--- src/rtl/present_pkg.sv ---
// Shared PRESENT-80 constants, FSM state encoding and S-box helpers.
// Used by the key-preparation block and the decrypt core.
package present_pkg;

    localparam int KEY_W     = 80;
    localparam int BLK_W     = 64;
    localparam int ROUNDS_80 = 31;

    typedef enum logic [1:0] {
        IDLE = 2'd0,
        RUN  = 2'd1,
        DONE = 2'd2
    } state_t;

    function automatic logic [3:0] sbox(input logic [3:0] x);
        logic [3:0] y;
        case (x)
            4'h0: y = 4'hC;  4'h1: y = 4'h5;  4'h2: y = 4'h6;  4'h3: y = 4'hB;
            4'h4: y = 4'h9;  4'h5: y = 4'h0;  4'h6: y = 4'hA;  4'h7: y = 4'hD;
            4'h8: y = 4'h3;  4'h9: y = 4'hE;  4'hA: y = 4'hF;  4'hB: y = 4'h8;
            4'hC: y = 4'h4;  4'hD: y = 4'h7;  4'hE: y = 4'h1;  default: y = 4'h2;
        endcase
        return y;
    endfunction

    function automatic logic [3:0] sbox_inv(input logic [3:0] x);
        logic [3:0] y;
        case (x)
            4'h0: y = 4'h5;  4'h1: y = 4'hE;  4'h2: y = 4'hF;  4'h3: y = 4'h8;
            4'h4: y = 4'hC;  4'h5: y = 4'h1;  4'h6: y = 4'h2;  4'h7: y = 4'hD;
            4'h8: y = 4'hB;  4'h9: y = 4'h4;  4'hA: y = 4'h6;  4'hB: y = 4'h3;
            4'hC: y = 4'h0;  4'hD: y = 4'h7;  4'hE: y = 4'h9;  default: y = 4'hA;
        endcase
        return y;
    endfunction

endpackage

--- src/rtl/present_key_round.sv ---
// One forward PRESENT-80 key-schedule update; purely combinational, no flow control.
module present_key_round
    import present_pkg::*;
(
    input  logic [KEY_W-1:0] key,
    input  logic [4:0]       round,
    output logic [KEY_W-1:0] next_key
);

    logic [KEY_W-1:0] rot;

    always_comb begin
        rot               = {key[18:0], key[79:19]};
        next_key          = rot;
        next_key[79:76]   = sbox(rot[79:76]);
        next_key[19:15]   = rot[19:15] ^ round;
    end

endmodule

--- src/rtl/present_key_prep.sv ---
// Runs the forward key schedule ROUNDS times, one update per clock, to hand the K32 state to decrypt.
// ready rises ROUNDS cycles after an accepted start; start is ignored while busy.
module present_key_prep #(
    parameter int KEY_W  = 80,
    parameter int ROUNDS = 31
) (
    input  logic             clk,
    input  logic             reset,
    input  logic             start,
    input  logic [KEY_W-1:0] master_key,
    output logic [KEY_W-1:0] last_key,
    output logic             ready,
    output logic             busy,
    output logic [4:0]       round
);

    import present_pkg::*;

    localparam logic [4:0] LAST_ROUND = 5'(ROUNDS);

    state_t           state, state_nxt;
    logic [KEY_W-1:0] key_reg, key_nxt, key_upd;
    logic [4:0]       round_nxt;

    present_key_round u_key_round (
        .key      (key_reg),
        .round    (round),
        .next_key (key_upd)
    );

    always_ff @(posedge clk) begin
        if (reset) begin
            state   <= IDLE;
            key_reg <= '0;
            round   <= '0;
        end else begin
            state   <= state_nxt;
            key_reg <= key_nxt;
            round   <= round_nxt;
        end
    end

    // DONE accepts start exactly like IDLE, so a restart drops ready on the same edge.
    always_comb begin
        state_nxt = state;
        key_nxt   = key_reg;
        round_nxt = round;
        case (state)
            IDLE, DONE: begin
                if (start) begin
                    key_nxt   = master_key;
                    round_nxt = 5'd1;
                    state_nxt = RUN;
                end
            end
            RUN: begin
                key_nxt = key_upd;
                if (round == LAST_ROUND) begin
                    state_nxt = DONE;
                end else begin
                    round_nxt = round + 5'd1;
                end
            end
            default: state_nxt = IDLE;
        endcase
    end

    assign last_key = key_reg;
    assign ready    = (state == DONE);
    assign busy     = (state == RUN);

endmodule

--- config.mk ---
export PLATFORM = sky130hd
export DESIGN_NAME = present_key_prep
export DESIGN_NICKNAME = d
export VERILOG_FILES = /design/src/rtl/present_pkg.sv /design/src/rtl/present_key_round.sv /design/src/rtl/present_key_prep.sv
export SDC_FILE = /design/constraint.sdc
export NUM_CORES = 1
export LEC_CHECK = 0
export ABC_AREA = 1
export CAP_MARGIN = 5
export CORE_ASPECT_RATIO = 1.4
export CORE_MARGIN = 10
export CORE_UTILIZATION = 40
export CTS_CLUSTER_SIZE = 25
export DETAILED_ROUTE_END_ITERATION = 12
export PLACE_DENSITY = 0.84
export SLEW_MARGIN = 20
export SYNTH_ARGS = -nofsm -noshare
export SYNTH_HDL_FRONTEND = slang
export SYNTH_SLANG_ARGS = --single-unit
--- constraint.sdc ---
create_clock -name clk -period 2 [get_ports clk]
set_clock_uncertainty 0.2 [all_clocks]
set_input_delay 0.3 -clock clk [delete_from_list [all_inputs] [get_ports clk]]
set_output_delay 0.3 -clock clk [all_outputs]
set_load 0.005 [all_outputs]
# ---- After elaboration in Yosys (flattened, before gate mapping)
# Memory sizes are Yosys's and may differ from the RTL's. A register that Yosys moved wholly into a read port is not among the register bits.
# Cells that the tools add are included.
dict set report classes {
  n_addsub 1
  n_eq_ne 6
  n_mux 10
  n_reduce_logical 6
  bitwise 1
}
# cell count
set op_table {}
lappend op_table {{80-bit case mux with 2 select lines} 1}
lappend op_table {{80-bit 2-to-1 mux} 1}
lappend op_table {{5-bit 2-to-1 mux} 2}
lappend op_table {{5-bit case mux with 2 select lines} 1}
lappend op_table {{4-bit 2-to-1 mux} 2}
lappend op_table {{5-bit by 1-bit adder with 5-bit output, second input constant} 1}
lappend op_table {{5-bit equality test, second input constant} 1}
lappend op_table {{5-bit XOR} 1}
lappend op_table {{2-bit 2-to-1 mux} 2}
lappend op_table {{2-bit inequality test, second input constant} 2}
lappend op_table {{2-bit case mux with 2 select lines} 1}
lappend op_table {{2-bit AND reduction} 2}
lappend op_table {{3-bit AND reduction} 1}
lappend op_table {{2-bit by 1-bit equality test with 1-bit output, second input constant} 1}
lappend op_table {{2-bit equality test, second input constant} 1}
lappend op_table {{2-bit zero test} 1}
lappend op_table {{2-bit by 1-bit inequality test with 1-bit output, second input constant} 1}
lappend op_table {{2-bit nonzero test} 1}
lappend op_table {{2-bit OR reduction} 1}
dict set report totals {
  out_inout_bits 87
  ff_bits 87
  word_cells 28
  input_bits 83
  romBits 64
  memories 1
}
# name words width rd rd_clocked_by_memory_dff wr line
set memory_table {}
lappend memory_table {{(name not given)} 16 4 1 1 0 present_pkg.sv:17} ;# case (x)

# ---- Logic depth before layout (Yosys ltp)
dict set report depth {
  depth_word 6
  depth_mapped 14
  depth_no_buf 14
}

# ---- Modules after synthesis
# Synthesis repeated with hierarchy kept, for this count alone.
dict set report hier_totals {
  cells_unflattened 686
  hier_area_um2 4778.3
}
# mod area_each_um2 seq_area_each_um2 instances cells_per_inst
set modules_own_cells {}
lappend modules_own_cells {present_key_prep 3992.6 1741.7 1 571}
lappend modules_own_cells {present_key_round 785.8 0.0 1 115}

# ---- Least setup slack after synthesis
# No wires, ideal clock.
dict set report synth_timing {
  path_kind {flip-flop to flip-flop}
  from {register state[0]}
  to {register u_key_round.next_key[76] (netlist name)}
  setup_ns 0.058
  arrival_ns 1.596
  path_stages_with_launch 13
  required_ns 1.742
  synth_period_minus_slack_ns 1.854
  path_buffers 1
  slack_ns 0.146
  cell_sequence {dfxtp_1 -> inv_2 -> nand2_4 -> inv_2 -> buf_2 -> nand2_1 -> nand3_1 -> nand2_1 -> ha_1 -> nand3b_1 -> nand2_1 -> nand2_1 -> nand2_1}
}
dict set report synth_between {
  elab_chain_cells 6
  elab_cells_between_ends 10
  cone_classes {eq/ne: 3; mux: 3; reduce/logical: 4}
}
# item line
set synth_lines {}
lappend synth_lines {{start, declared} present_key_prep.sv:21} ;# state_t state, state_nxt;
lappend synth_lines {{start signal, assigned} present_key_prep.sv:37} ;# state <= state_nxt;
lappend synth_lines {{2-bit equality test / 2-bit zero test (equally long branches)} present_key_prep.sv:48} ;# case (state)
lappend synth_lines {{2-bit OR reduction} present_key_prep.sv:48}
lappend synth_lines {{2-bit inequality test (no source line) / 2-bit nonzero test (equally long branches)} --}
lappend synth_lines {{2-bit AND reduction (no source line)} --}
lappend synth_lines {{4-bit 2-to-1 mux (no source line) * (2 in a row)} --}
# Every way passes the cells marked *; elsewhere a longest branch is shown, timed or not.
# A chain may end at the register's enable or synchronous reset.

# ---- Worst setup path in the final report
dict set report layout_timing {
  from {register state[0]}
  to {register u_key_round.next_key[76] (netlist name)}
}
dict set report layout_between {
  elab_chain_cells 6
  elab_cells_between_ends 10
  cone_classes {eq/ne: 3; mux: 3; reduce/logical: 4}
}
# item line
set layout_lines {}
lappend layout_lines {{2-bit equality test / 2-bit zero test (equally long branches)} present_key_prep.sv:48}
lappend layout_lines {{2-bit OR reduction} present_key_prep.sv:48}
lappend layout_lines {{2-bit inequality test (no source line) / 2-bit nonzero test (equally long branches)} --}
lappend layout_lines {{2-bit AND reduction (no source line)} --}
lappend layout_lines {{4-bit 2-to-1 mux (no source line) * (2 in a row)} --}
# Marks and branches as above.

==> impl_metrics.ini <==
[logic_synthesis]
netlist-cell-type-count = 22
syn_area_mm2 = 0.00444
syn_nets = 650
netlist_top_cells_area = dfxtp_1, buf_4, o22ai_1, a21oi_1, o221ai_1
synth_top_area_cell = dfxtp_1
ys_ff_latch = 91
avgSynthCellArea_um2 = 7.93
yosys.area.top_type_share = 0.410
synthCells = 560
synth_warnings = 0
synth_seq_area_share = 0.410

[clock_network]
cts_buffers = 9
clock_path_buffers = 2
cts-root-buf = clkbuf_16
clkTransAtPathRegs_ns = 0.06
htree_levels = 3
cts.sinks = 91
insertion_delay_ns = 0.33
cts_tree = built

[layout]
layout-drive-gt1-share = 0.0926
areaGrowthSynthToFinish_pct = 38.5
fillers = 957
nets = 746
antenna_cells = 0
final_common_cell = clkdlybuf4s50_1
final_util = 0.566
final_cell_mix = clkdlybuf4s50_1, dfxtp_1, a21oi_1, o21ai_0, o22ai_1
multi_input_area_mm2 = 0.00182
seqCellArea_mm2 = 0.00183

[global_route]
grt_max_degree = 62
antenna_found_initial = 0
overflow = 0
grt_usage = 0.179
grt_pass1_vias = 4365
grt_pass1_wl_um = 22600

[power_and_ir_drop]
p_leak_nw = 2.40
vdd_drop_max_v = 0.000406
p_per_area_mw_per_mm2 = 835

[sta]
setup_viol = 0
fin_tns_setup_ns = 0
slew_violations = 0
min_period_over_period = 0.968
period_needed_ns = 1.94
hold_violations = 0
max_freq_mhz = 516
maxSlewHeadroom = 0.709
tightestPinTransition_ns = 0.437

[routing]
num_vias = 4427
antenna_left = 0
wire_per_inst_um = 18.6
drt_first_pass_iters = 5
wl_um = 14900
viasPerCell = 5.53
drt_iter0_drc = 309
drc = 0

[die]
die_w_um = 109
core_mm2 = 0.0109
num_io_pins = 170
die_area_mm2 = 0.0158
core.rowCount = 45
initial_utilization = 0.408
die_y_um = 145

[setup_path]
crit_fanout = 4
worst-endpoint-required_ns = 2.08
crit_arrival_ns = 2.02
crit_path_end_kind = flip-flop
criticalPathCategory = reg2reg
timing.critical_path.from_type = flip-flop

[placement]
port_buffers = 169
dp_hpwl_um = 10800
place.gp.congestion = 0.932

[run_status]
status = completed

[flow_run]
cap_violations = 0

[worst_hold_path]
hold_path_class = in2reg
power breakdown:
group	switching, mW	internal (mW)
clock network	0.668	0.985
logic	0.590	0.711
registers	0.162	2.02
state kept, by name, indices dropped and copies added, names as in the netlist:
| register | cells |
|---|---|
| u_key_round.next_key | 4 |
| last_key | 80 |
| state | 2 |
| round | 5 |
cell usage after synthesis (all sizes together):
cell type and count:
dfxtp 91, a21oi 53, o21ai 49, nand2 47
ha 7, or2 1, nor2 40, o22ai 45
buf 92, clkbuf 21, nor3 35, inv 25
nand3 23, nand3b 1, o221ai 30
final cells by class:
type / count / area share
timing repair buffer: 198 / 0.317
sequential: 91 / 0.297
multi-input combinational: 331 / 0.296
clock buffer: 11 / 0.0395
tap: 141 / 0.0287
inverter: 25 / 0.0153
clock inverter: 3 / 0.00651
metal layers:
layer  GRT usage  share of wire
met5           0              0
met4       0.102          0.036
met3      0.0352          0.076
met2       0.309           0.52
met1       0.199           0.37
path summary, 6_finish.rpt:
| path | startpoint | end | slack (ns) | depth (start not counted) |
|---|---|---|---|---|
| max reg2reg | state[0] | u_key_round.next_key[76] | 0.06 | 10 |
| min reg2reg | round[1] | round[1] | 0.30 | 2 |
| max | state[0] | u_key_round.next_key[76] | 0.06 | 10 |
| min | start | state[1] | 0.18 | 4 |
critical path, stage by stage (launching register included):
cell	delay [ns]
dfxtp_2	0.35
inv_2	0.08
nor2_4	0.15
nand3_1	0.17
nand3_1	0.13
nand2_1	0.12
ha_1	0.33
nand3b_1	0.16
nand2_1	0.08
nand2_1	0.05
nand2_1	0.06
metrics by stage:
step / hold WS, ns / setup slack [ns] / area, um2 / cells / total power [mW]
floorplan: 0.169 / 0.146 / 4440 / 560 / 2.93
global placement: 0.301 / -0.188 / 5820 / 783 / 3.45
detailed placement: 0.304 / -0.284 / 5820 / 783 / 3.50
CTS: 0.320 / 0.0395 / 6110 / 798 / 5.16
global route: 0.218 / -0.0102 / 6150 / 800 / 5.37
finish: 0.185 / 0.0632 / 6150 / 800 / 5.13
cells by family after synthesis:
family,after synthesis,synth area share
AOI/OAI and AO/OA,177,0.238
and+or+nand+nor,147,0.149
buffers and inverters,138,0.183
DFF,91,0.410
adders and majority gates,7,0.0197
what timing repair did:
action / in CTS / in global routing
pin swaps: 1 / 4
setup buffers: 1 / 2
endpoints found under the hold margin: 0 / 0
hold buffers: 0 / 0
endpoints found under the setup margin: 1 / 8
resized for setup: 2 / 7
(Power assumes the default switching activity.)
